**src/rtl/video_pattern_gen.sv**
```systemverilog
// Test-pattern source: turns the raw hsync/vsync/data_en stream from video_timing into an
// RGB pixel stream. It tracks pixel, line and frame coordinates and applies the pattern
// latched at frame start.
// Latency: fixed 2 clocks on all outputs. There is no backpressure: a new input is accepted every clock.
// Ports: clk/reset (sync, active-high); hsync/vsync/data_en timing in; pattern_sel (latched at
//        frame start); hsync_out/vsync_out/data_en_out delayed syncs; rgb {R,G,B} aligned with data_en_out.
module video_pattern_gen #(
  parameter int   X_BITS      = 12,
  parameter int   Y_BITS      = 11,
  parameter int   BAR_WIDTH   = 80,
  parameter int   CHECK_LOG2  = 5,
  parameter logic SYNC_ACTIVE = 1'b1
) (
  input  logic        clk,
  input  logic        reset,
  input  logic        hsync,
  input  logic        vsync,
  input  logic        data_en,
  input  logic [1:0]  pattern_sel,
  output logic        hsync_out,
  output logic        vsync_out,
  output logic        data_en_out,
  output logic [23:0] rgb
);

  localparam int BC_W = (BAR_WIDTH > 1) ? $clog2(BAR_WIDTH) : 1;
  localparam logic [BC_W-1:0] BC_MAX = BC_W'(BAR_WIDTH - 1);

  // Coordinate state
  logic [X_BITS-1:0] x_q, x_d;
  logic [Y_BITS-1:0] y_q, y_d;
  logic [7:0]        frame_q, frame_d;
  logic [BC_W-1:0]   bar_cnt_q, bar_cnt_d;
  logic [2:0]        bar_idx_q, bar_idx_d;
  logic [1:0]        pat_q, pat_d;
  logic              vs_prev_q, de_prev_q;
  logic              frame_start, de_fall;

  // Stage 1: registered syncs plus the coordinates belonging to that pixel
  logic       s1_hs_q, s1_vs_q, s1_de_q;
  logic [7:0] s1_xlo_q, s1_ylo_q, s1_frame_q;
  logic       s1_xck_q, s1_yck_q;
  logic [2:0] s1_bar_q;
  logic [1:0] s1_pat_q;

  // Stage 2: outputs
  logic        hs2_q, vs2_q, de2_q;
  logic [23:0] rgb_q, rgb_d;

  always_comb begin
    x_d       = x_q;
    y_d       = y_q;
    frame_d   = frame_q;
    bar_cnt_d = bar_cnt_q;
    bar_idx_d = bar_idx_q;
    pat_d     = pat_q;

    if (data_en) begin
      x_d = x_q + X_BITS'(1);
      if (bar_cnt_q == BC_MAX) begin
        bar_cnt_d = '0;
        // The last bar stretches to the end of the line.
        if (bar_idx_q != 3'd7) bar_idx_d = bar_idx_q + 3'd1;
      end else begin
        bar_cnt_d = bar_cnt_q + BC_W'(1);
      end
    end else begin
      x_d       = '0;
      bar_cnt_d = '0;
      bar_idx_d = '0;
    end

    frame_start = (vs_prev_q != SYNC_ACTIVE) && (vsync == SYNC_ACTIVE);
    de_fall     = de_prev_q && !data_en;

    // Frame start takes priority so a coincident line end still leaves y at 0.
    if (frame_start) begin
      y_d     = '0;
      frame_d = frame_q + 8'd1;
      pat_d   = pattern_sel;
    end else if (de_fall) begin
      y_d = y_q + Y_BITS'(1);
    end
  end

  always_comb begin
    rgb_d = 24'h000000;
    case (s1_pat_q)
      2'd0: begin
        case (s1_bar_q)
          3'd0:    rgb_d = 24'hFFFFFF;
          3'd1:    rgb_d = 24'hFFFF00;
          3'd2:    rgb_d = 24'h00FFFF;
          3'd3:    rgb_d = 24'h00FF00;
          3'd4:    rgb_d = 24'hFF00FF;
          3'd5:    rgb_d = 24'hFF0000;
          3'd6:    rgb_d = 24'h0000FF;
          default: rgb_d = 24'h000000;
        endcase
      end
      2'd1:    rgb_d = {s1_xlo_q, s1_ylo_q, s1_frame_q};
      2'd2:    rgb_d = (s1_xck_q ^ s1_yck_q) ? 24'h000000 : 24'hFFFFFF;
      default: rgb_d = 24'hFFFFFF;
    endcase
    if (!s1_de_q) rgb_d = 24'h000000;
  end

  always_ff @(posedge clk) begin
    if (reset) begin
      x_q        <= '0;
      y_q        <= '0;
      frame_q    <= '0;
      bar_cnt_q  <= '0;
      bar_idx_q  <= '0;
      pat_q      <= '0;
      vs_prev_q  <= ~SYNC_ACTIVE;
      de_prev_q  <= 1'b0;
      s1_hs_q    <= ~SYNC_ACTIVE;
      s1_vs_q    <= ~SYNC_ACTIVE;
      s1_de_q    <= 1'b0;
      s1_xlo_q   <= '0;
      s1_ylo_q   <= '0;
      s1_frame_q <= '0;
      s1_xck_q   <= 1'b0;
      s1_yck_q   <= 1'b0;
      s1_bar_q   <= '0;
      s1_pat_q   <= '0;
      hs2_q      <= ~SYNC_ACTIVE;
      vs2_q      <= ~SYNC_ACTIVE;
      de2_q      <= 1'b0;
      rgb_q      <= '0;
    end else begin
      x_q        <= x_d;
      y_q        <= y_d;
      frame_q    <= frame_d;
      bar_cnt_q  <= bar_cnt_d;
      bar_idx_q  <= bar_idx_d;
      pat_q      <= pat_d;
      vs_prev_q  <= vsync;
      de_prev_q  <= data_en;
      // The pixel is coloured with the coordinates in force before this cycle's update.
      s1_hs_q    <= hsync;
      s1_vs_q    <= vsync;
      s1_de_q    <= data_en;
      s1_xlo_q   <= x_q[7:0];
      s1_ylo_q   <= y_q[7:0];
      s1_frame_q <= frame_q;
      s1_xck_q   <= x_q[CHECK_LOG2];
      s1_yck_q   <= y_q[CHECK_LOG2];
      s1_bar_q   <= bar_idx_q;
      s1_pat_q   <= pat_q;
      hs2_q      <= s1_hs_q;
      vs2_q      <= s1_vs_q;
      de2_q      <= s1_de_q;
      rgb_q      <= rgb_d;
    end
  end

  assign hsync_out   = hs2_q;
  assign vsync_out   = vs2_q;
  assign data_en_out = de2_q;
  assign rgb         = rgb_q;

endmodule

```
**config.mk**
```make
export PLATFORM = sky130hd
export DESIGN_NAME = video_pattern_gen
export DESIGN_NICKNAME = d
export VERILOG_FILES = /design/src/rtl/video_pattern_gen.sv
export SDC_FILE = /design/constraint.sdc
export NUM_CORES = 1
export LEC_CHECK = 0
export ABC_AREA = 0
export ABC_CLOCK_PERIOD_IN_PS = 2150
export CAP_MARGIN = 20
export CORE_AREA = 2 2 89 82
export DETAILED_ROUTE_END_ITERATION = 10
export DIE_AREA = 0 0 91 84
export HOLD_SLACK_MARGIN = 0.02
export MAX_ROUTING_LAYER = met4
export PLACE_DENSITY = 0.7
export SYNTH_ARGS = -nofsm -noshare
export SYNTH_HDL_FRONTEND = slang
export SYNTH_SLANG_ARGS = --single-unit
```
**constraint.sdc**
```tcl
create_clock -name clk -period 2.15 [get_ports clk]
set_input_delay 0.43 -clock clk [delete_from_list [all_inputs] [get_ports clk]]
set_output_delay 0.43 -clock clk [all_outputs]
set_load 0.02 [all_outputs]
```
Word-level counts from Yosys, hierarchy flattened
Index checks and enable logic that the tools add are counted.
W data, S select, Z words.
- add/sub/neg operators: 5
- eq/ne operators: 10
- muxes and demuxes: 3
- bitwise logic cells: 4
- reductions and logical operators: 10
- operators with widths (cell ; number):
    $pmux W24 S7 ; 1
    $pmux W24 S3 ; 1
    $mux W24 ; 1
    $add A12 B1 Y12 const B ; 1
    $add A11 B1 Y11 const B ; 1
    $eq A3 B3 Y1 const B ; 3
    $add A8 B1 Y8 const B ; 1
    $add A7 B1 Y7 const B ; 1
    $eq A7 B7 Y1 const B ; 1
    $eq A3 B2 Y1 const B ; 2
    $reduce_or A2 Y1 ; 3
    $add A3 B1 Y3 const B ; 1
    $eq A3 B1 Y1 const B ; 1
    $logic_not A3 Y1 ; 1
    $ne A3 B3 Y1 const B ; 1
    $not A1 Y1 ; 3
    $reduce_or A3 Y1 ; 1
    $eq A2 B1 Y1 const B ; 1
    $eq A2 B2 Y1 const B ; 1
    $logic_and A1 B1 Y1 ; 2
    $logic_not A2 Y1 ; 1
    $reduce_and A2 Y1 ; 1
    $logic_not A1 Y1 ; 1
    $xor A1 B1 Y1 ; 1
- register bits after elaboration: 104
- bits of input ports: 7
- output and inout port bits: 27
- logic and storage cells: 52

Longest topological paths before layout
Gate-level depths: netlist of the first run.
- depth after elaboration: 3
- depth in mapped cells: 6
- mapped depth without buffers: 5

Least setup slack after synthesis of the first run
OpenSTA, ideal clock, no wires.
- path kind: register -> register
- start: register bar_idx_q[0]
- end: register bar_idx_q[0]
- library setup time: 0.071 ns
- data arrival time: 1.582 ns
- required time: 2.079 ns
- slack: 0.497 ns
- cell stages (with the launch flop): 6
- buffers on the path: 0
- period minus slack after synthesis: 1.653 ns
- cells stage by stage: dfxtp_1 ha_1 ha_1 or4b_4 or3_1 a21oi_1
- longest elaborated chain between the ends: 2
- elaborated cells between the ends (all ways): 3
- those cells by class: 1 x add/sub; 1 x eq/ne; 1 x reduce/logical
- RTL lines (item ; RTL line ; RTL):
    start, declared ; 34 ; logic [2:0] bar_idx_q, bar_idx_d;
    start signal, assigned ; 137 ; bar_idx_q <= bar_idx_d;
    branches (longest 2 deep; another with $add A3 B1 Y3) ; - ;
Several ways; the timed one is not identified.
A chain may end at the register's enable or synchronous reset.

Worst setup path after layout of the first run
Ends and elaborated chain as after synthesis.

==> flow_results.org, run 1 <==
** Placement
- The placed instances occupy a cell area of 3720 µm².
- Timing analysis after detailed placement gives a worst setup slack of 244 ps.
- HPWL after detailed placement :: 3.82 mm
- The congestion estimate from routability-driven global placement came to 0.805.
- IO buf count :: 33

** Global routing
- Across every metal layer, demand over resource in global routing totals 15.4%.
- The total overflow left after global routing is 0.
- Entering global routing, the biggest net connects 26 pins.
- The initial antenna violation count was 0.
- The first global-routing pass estimated 9.22 mm of wire.
- The number of global-route vias before repair came to 2074.

** Die
- The die is 91 µm wide.
- The floorplan step set the die height to 84 µm.
- For this configuration, the core starts out at a cell density of 48.0%.
- In this run the standard cell core region covers 6820 µm².
- Std cell rows :: 29
- For this design the top-level I/O count stands at 34.
- The die covers 7640 µm².

** Timing
- Min Clock Period, post-route :: 1790 ps
- Across the routed clock network, the largest skew measured is 8.09 ps.
- Based on the critical path, the design can be clocked at up to 559 MHz.
- Setup violations remaining at the end of the flow were counted as 0.
- The max-slew violation count came to 0.
- The number of failing hold endpoints at the final stage was 0.
- After layout, the worst setup slack is 362 ps.
- Setup repair after global routing missed its margin :: false
- Worst slew pin tran :: 387 ps
- After layout, the worst path uses 83.2% of the clock period.
- Headroom to the max-slew limit came out at 73.8%.
- Setup TNS Final :: 0 ps

** Synthesis
- Each instance of the synthesized netlist takes up on average 9.69 µm².
- Counting instances in the post-synthesis netlist gives the leading cell types as dfxtp_1, nand2_1, nor2b_1.
- Counting every net in the synthesized netlist gives 351.
- Synth Register Bits :: 95
- Number of different library cells in the post-synthesis netlist :: 32
- Post-Syn Instances :: 338
- Most frequent cell after synthesis :: dfxtp_1
- The synthesized design spends more area on one cell type than any other, namely dfxtp_1.
- In the synthesized netlist the dominant register cell turns out to be dfxtp_1.
- In this run, synthesis inferred 0 flip-flops with an integrated enable.
- Fraction of synthesized cell area taken by the top area cell type :: 58.1%
- After synthesis the cells add up to 3280 µm².
- Synth warn :: 0
- Of all flip-flops after synthesis, the portion carrying an async set or reset was 0%.
- By area the synthesized netlist is led by dfxtp_1, nor2b_1, a31oi_1.
- Sequential elements use 58.1% of the synthesized area.

** Hold path
- Min-Delay Path Class :: reg2reg

** Worst setup path
- Req. time, crit path :: 2440 ps
- CP Class :: reg2reg
- The worst setup path is captured at a flop.
- Maximum fanout along the worst path :: 4
- For the worst setup path, the data arrival time is 2080 ps.
- The worst setup path is launched from a flop.

** Clocking
- Post-CTS Hold Fix Bufs :: 0
- Clock Root Buffer :: clkbuf_8
- Clock sink count :: 95
- Worst-Skew Late Latency :: 360 ps
- Clock buffers created by TritonCTS :: 9
- Setup repair bufs after CTS :: 0
- After clock tree synthesis, the clock-pin slew on the worst setup and hold paths is 90 ps.
- The clock passes through at most 2 buffers.
- Total number of H-tree levels :: 3
- Resize count post-CTS :: 0
- TritonCTS clock tree :: built

** Finish
- Net count reported at finish :: 387
- Area delta synth->final :: 20.1%
- Once layout is done, the placed cells without fillers occupy 3930 µm².
- Final core occ :: 57.7%
- The repair_antennas step left the layout with diodes totalling 0.
- Cells with a size suffix above 1 make up 8.18% of the layout.

** Status
- Run status :: completed

** Power and ir drop
- For this design the ratio of total power to cell area is 818 nW/µm².
- The analysis attributes to cell leakage a power of 1.44 nW.
- IR analysis of the VDD net gives a maximum drop of 0.000422 V.
- PnR Total Power :: 3.22 mW

** Detailed routing
- Using the TritonRoute via totals, the vias-per-cell ratio works out to 4.88.
- Dividing the detail-routed wire length by the instance count gives 11.2 µm.
- The pre-antenna-repair detailed-routing pass consisted of 4 iterations.
- DRC :: 0
- Detailed routing inserted a total of 2301 vias.
- Routed Wire Length :: 5.30 mm
- In this run, the number of DRC markers left after iteration 0 of detailed routing was 100.
- The count of nets left with antenna violations once routing finished came out at 0.

** Flow run
- The tool flagged a number of max-cap violations equal to 0.
## path summary, 6_finish.rpt
kind | to | start | cells after the start | slack (ps)
worst min-delay path | hsync_out$_SDFF_PP0_ | s1_hs_q$_SDFF_PP0_ | 1 | 440
worst min register to register | hsync_out$_SDFF_PP0_ | s1_hs_q$_SDFF_PP0_ | 1 | 440
worst max-delay path | bar_idx_q[0]$_SDFFE_PP0P_ | bar_idx_q[0]$_SDFFE_PP0P_ | 5 | 360
worst max register to register | bar_idx_q[0]$_SDFFE_PP0P_ | bar_idx_q[0]$_SDFFE_PP0P_ | 5 | 360
## per-stage QoR
stage          hold slack (ps)  std cells
2_1_floorplan              414        338
3_3_place_gp               429        456
3_5_place_dp               427        456
4_1_cts                    451        472
5_1_grt                    467        472
6_report                   443        472
## layout by cell type (no fill, tap or decap), types with 3 or more instances in the layout
cell	count
a21oi_1	15
a31oi_1	24
buf_4	10
clkbuf_8	9
clkdlybuf4s50_1	33
clkinv_4	3
dfxtp_1	95
ha_1	6
inv_1	11
mux2_2	4
mux2i_1	3
nand2_1	37
nand3_1	13
nand4_1	3
nor2_1	23
nor2b_1	32
nor3_1	3
o21ai_0	10
or3_1	13
xnor2_1	8
xor2_1	3
## registers in the layout (all words and copies together) (netlist names)
| name | cells |
|---|---|
| s1_ylo_q | 8 |
| x_q | 8 |
| s1_de_q | 1 |
| s1_pat_q | 2 |
| rgb | 24 |
| vsync_out | 1 |
| hsync_out | 1 |
| s1_bar_q | 3 |
| bar_cnt_q | 7 |
| s1_hs_q | 1 |
| s1_vs_q | 1 |
| y_q | 8 |
| bar_idx_q | 3 |
| s1_xlo_q | 8 |
| s1_frame_q | 8 |
| data_en_out | 1 |
| pat_q | 2 |
| frame_q | 8 |
## report_power, final
group | leakage, nW | switching (mW) | internal, mW
clock network | 0.108 | 0.650 | 0.564
registers | 0.772 | 0.0199 | 1.80
logic | 0.561 | 0.0993 | 0.0850
## per-layer routing
layer	wire, µm	global-route usage, %
met2	2220	22.2
met1	2720	20.3
met4	123	8.68
met3	232	3.25
met5	0	-
## kinds of logic (layout without fill, tap and decap cells)
kind of cell / after synthesis / in the layout / share of synthesized area (%)
adders and majority gates: 6 / 6 / 2.29
DFF: 95 / 95 / 58.1
xor gates and xnor gates: 11 / 11 / 2.94
AOI/OAI and AO/OA: 53 / 53 / 9.28
and+or+nand+nor: 137 / 137 / 21.6
muxes: 7 / 7 / 2.29
buffers and inverters: 29 / 70 / 3.55
## critical path: stages, from the launching register on
cell	delay [ps]
dfxtp_1	350
ha_1	210
ha_1	200
or4b_4	500
or3_1	320
a21oi_1	140
## cell type report
class                   count  area, µm²
flip-flops and latches     95       1900
multi-input cells         214       1260
fillers                   625       2890
clock buffers               9        124
clock inverters             7       87.6
repair buffers             43        405
well taps                  93        116
inverters                  11       41.3
Note: power is estimated with default switching activity, not from simulation.
==> inputs of run 2 (changes only) <==
--- a/config.mk
+++ b/config.mk
@@ -6,14 +6,14 @@
 export NUM_CORES = 1
 export LEC_CHECK = 0
 export ABC_AREA = 0
-export ABC_CLOCK_PERIOD_IN_PS = 2150
+export ABC_CLOCK_PERIOD_IN_PS = 1400
 export CAP_MARGIN = 20
 export CORE_AREA = 2 2 89 82
 export DETAILED_ROUTE_END_ITERATION = 10
 export DIE_AREA = 0 0 91 84
 export HOLD_SLACK_MARGIN = 0.02
 export MAX_ROUTING_LAYER = met4
-export PLACE_DENSITY = 0.7
+export PLACE_DENSITY = 0.73
 export SYNTH_ARGS = -nofsm -noshare
 export SYNTH_HDL_FRONTEND = slang
 export SYNTH_SLANG_ARGS = --single-unit
==> constraint.sdc (replaced) <==
create_clock -name clk -period 1.4 [get_ports clk]
set_input_delay 0.28 -clock clk [delete_from_list [all_inputs] [get_ports clk]]
set_output_delay 0.28 -clock clk [all_outputs]
set_load 0.02 [all_outputs]
==> run 2 against run 1 <==
  * The run now ends with setup timing left
  * First-iteration DRC count is 12% lower
  * Total power grew 46%
  * Combinational power is 57% higher
  * Non-clock buffer count grew 20
  * Utilization up 2.2 points
  * Clock skew barely moved
  * Sequential share of layout area shrank 1.7 points
  * Final cell count rose by 4.0%
  * Via count grew 1.8%
  * Register-to-register slack got worse by 630 ps
  * Critical endpoint unchanged
==> flow_results.org, run 2 (synthesized netlist as in run 1, its figures left out) <==
** Global routing
- The largest net degree at the start of global routing is 26 (unchanged).
- The number of global-route vias before repair was 2121 (+2.3%).
- The overall track demand over capacity in global routing came to 16.2% (+0.81 points).
- First-pass GRT wire length :: 9.60 mm (+4.1%)
- The initial antenna violation count came to 0 (unchanged).
- Total global routing overflow :: 0 (unchanged)

** Timing
- The max-slew violation count came to 0 (unchanged).
- The number of failing hold endpoints at the final stage was 0 (unchanged).
- The post-route minimum period came to 1670 ps (-120 ps).
- The final-report setup violation count came to 3 (+3).
- Peak Freq :: 600 MHz (+7.2%)
- Least setup slack across all paths after layout :: -268 ps (-630 ps)
- Final period util :: 119% (+36 points)
- Hold Worst Slack :: 445 ps (+2.70 ps)
- Worst slew pin tran :: 403 ps (+15.8 ps)
- Setup repair after global routing missed its margin :: true
- Worst slew margin :: 72.7% (-1.1 points)
- Fin Clk Skew :: 7.95 ps (-0.139 ps)

** Finish
- The number of flip-flops in the largest register came to 24 (unchanged).
- Leaving out fill and tap cells, the most frequent cell in the layout is dfxtp_1.
- Layout Cell Area excl Fill :: 4090 µm² (+3.8%)
- The count of inserted antenna diode cells was 0 (unchanged).
- From synthesis to final layout, the design area changed by 24.7%.
- In the layout the commonest cells are dfxtp_1, nand2_1, nor2b_1.
- Cell Count, Final, Fillers Out :: 491 (+4.0%)
- Net count reported at finish :: 407 (+5.2%)
- Fraction of final layout cells sized beyond drive strength 1 :: 15.3% (+7.1 points)

** Clocking
- The number of hold buffers added after cts was 0 (unchanged).
- Clock sink count :: 95 (unchanged)
- Buffers from clock root to sink, at most :: 2 (unchanged)
- The number of buffers inserted during clock tree synthesis is 9 (unchanged).
- Clock slew seen by the registers of the worst setup and hold paths :: 90 ps (about the same)
- TritonCTS built the clock tree.
- The number of buffers inserted by post-CTS setup repair was 0 (unchanged).
- The number of levels in the clock H-tree was 3 (unchanged).
- Worst-Skew Late Latency :: 360 ps (about the same)
- The tree is rooted in a clkbuf_8.

** Worst setup path
- CP Class :: reg2reg
- The worst register-to-register path ends at bar_idx_q[0]$_SDFFE_PP0P_.
- The most numerous cell type found on the critical path is ha_4.
- Req. time, crit path :: 1690 ps (-750 ps)
- Maximum fanout along the worst path :: 4 (unchanged)
- Standard cell with the maximum stage delay on the critical path :: or4b_4
- The startpoint identified for the worst register-to-register timing path is bar_idx_q[0]$_SDFFE_PP0P_.
- Endpoint type of the worst setup path :: flop
- Worst setup slack for register-to-register paths :: -270 ps (-630 ps)
- The peak per-stage delay on the critical path came to 490 ps (about the same).
- Traced cell by cell, the critical path runs through ha_4 > ha_4 > or4b_4 > or3_4 > a21oi_2.
- The worst setup path is launched from a flop.
- The data arrival time of the worst path came to 1960 ps (-120 ps).
- Worst r2r path cells :: 5 (unchanged)

** Hold path
- Hold Path End :: bar_cnt_q[0]$_SDFF_PP0_
- The path class of the tightest hold or removal check is reg2reg.
- Hold path cells :: 1 (unchanged)
- The startpoint identified for the worst hold timing path is bar_cnt_q[0]$_SDFF_PP0_.

** Die
- Die X :: 91 µm (unchanged)
- Starting density of the core :: 48.0% (unchanged)
- Vert. Die Dim :: 84 µm (unchanged)
- The row count is 29 (unchanged).
- I/O pin total :: 34 (unchanged)
- Die outline area :: 7640 µm² (unchanged)
- The core area was 6820 µm² (unchanged).

** Detailed routing
- The DRC violation total after the first TritonRoute iteration was 88 (-12%).
- Post-DR vias/cell :: 4.77 (-2.2%)
- Detailed-route via count :: 2342 (+1.8%)
- Router iterations before antenna repair :: 4 (unchanged)
- The count of antenna-violating nets left after detailed routing was 0 (unchanged).
- DRC :: 0 (unchanged)
- The wire length after detailed routing is 5.53 mm (+4.3%).
- Routed wirelength normalized by instance count :: 11.3 µm (+0.28%)

** Power and ir drop
- Part of the total power dissipated in the clock network :: 34.6% (-3.2 points)
- The internal power is 3.59 mW (+47%).
- Psw :: 1.12 mW (+46%)
- Part of the power in combinational logic :: 6.1% (+0.4 points)
- The static power due to leakage was 1.63 nW (+13%).
- The worst vdd rail ir drop was 0.000580 V (+38%).
- Reg power frac :: 59.2% (+2.7 points)
- Switching part of the total power :: 23.8% (-0.11 points)
- Total power divided by cell area :: 1150 nW/µm² (+41%)

** Placement
- The number of placed instances with taps included was 476 (+4.4%).
- Placed Area :: 3910 µm² (+5.1%)
- The detailed-placement wirelength estimate was 4.06 mm (+6.3%).
- Weighted congestion reported at the end of routability-driven placement :: 0.786 (-2.4%)
- Worst slack at placement :: -278 ps (-523 ps)
- The count of port buffers added during placement was 33 (unchanged).

** Status
- The run finished, with violations left.
- The checks that failed: setup timing.

** Flow run
- The number of maximum-capacitance violations was 0 (unchanged).
[run 2: cell types whose count changed in the layout (fill, tap and decap cells not counted), sizes merged]
cell | previous run | this run
clkdlybuf4s50 | 33 | 6
dlygate4sd2 | 0 | 27
buf | 10 | 30
clkinv | 3 | 1
clkinvlp | 0 | 2
bufinv | 1 | 0
clkbuf | 9 | 10
inv | 14 | 13
[run 2: critical path, delay by kind of cell (launching register included)]
kind,cells,cell delay (ps)
AO/OA/AOI/OAI,1,120
AND/OR/NAND/NOR,2,830
flip-flops,1,350
adder cells (fa/ha/maj),2,310
[run 2: worst max path at each step]
stage,startpoint,to,slack [ps],cells past startpoint
global route,bar_idx_q[0]$_SDFFE_PP0P_,bar_idx_q[0]$_SDFFE_PP0P_,-310,5
detailed placement,vsync,frame_q[7]$_SDFFE_PP0P_,-280,4
floorplan,bar_idx_q[0]$_SDFFE_PP0P_,bar_idx_q[0]$_SDFFE_PP0P_,-190,5
CTS,bar_idx_q[0]$_SDFFE_PP0P_,bar_idx_q[0]$_SDFFE_PP0P_,-280,5
global placement,vsync,frame_q[7]$_SDFFE_PP0P_,-270,4
finish,bar_idx_q[0]$_SDFFE_PP0P_,bar_idx_q[0]$_SDFFE_PP0P_,-270,5
[run 2: power by group through the flow]
stage | sequential [mW] | clock, mW | combinational (mW)
final | 2.79 | 1.63 | 0.288
after global routing | 2.80 | 1.78 | 0.316
after CTS | 2.79 | 1.68 | 0.288
after detailed placement | 2.85 | 0 | 0.311
after global placement | 2.85 | 0 | 0.305
after floorplan | 2.89 | 0 | 0.124
[run 2: timing repair]
action / in CTS / in global routing
gates resized for setup: 28 / 6
pin swaps: 1 / 0
endpoints found under the setup margin: 30 / 9
[run 2: metrics by stage]
stage	power (mW)	util [%]	setup TNS, ps
6_report	4.71	59.9	-450
5_1_grt	4.89	59.9	-611
4_1_cts	4.76	59.5	-450
3_5_place_dp	3.16	57.4	-5600
3_3_place_gp	3.16	57.4	-5490
2_1_floorplan	3.02	-	-357
[run 2: final cells by class]
cell class	count	area, µm²
clock buffers	10	138
clock inverters	5	41.3
fillers	618	2740
inverters	11	41.3
multi-input cells	214	1310
flip-flops and latches	95	1910
well taps	93	116
repair buffers	63	534
[run 2: layer usage]
metal / global-route usage (%) / vias up / part of all wire [%]
met3: 3.52 / 10 / 3.9
met2: 23.5 / 41 / 42
met5: - / - / 0
met4: 8.68 / 0 / 2.5
met1: 21.3 / 1032 / 51
li1: - / 1259 / -
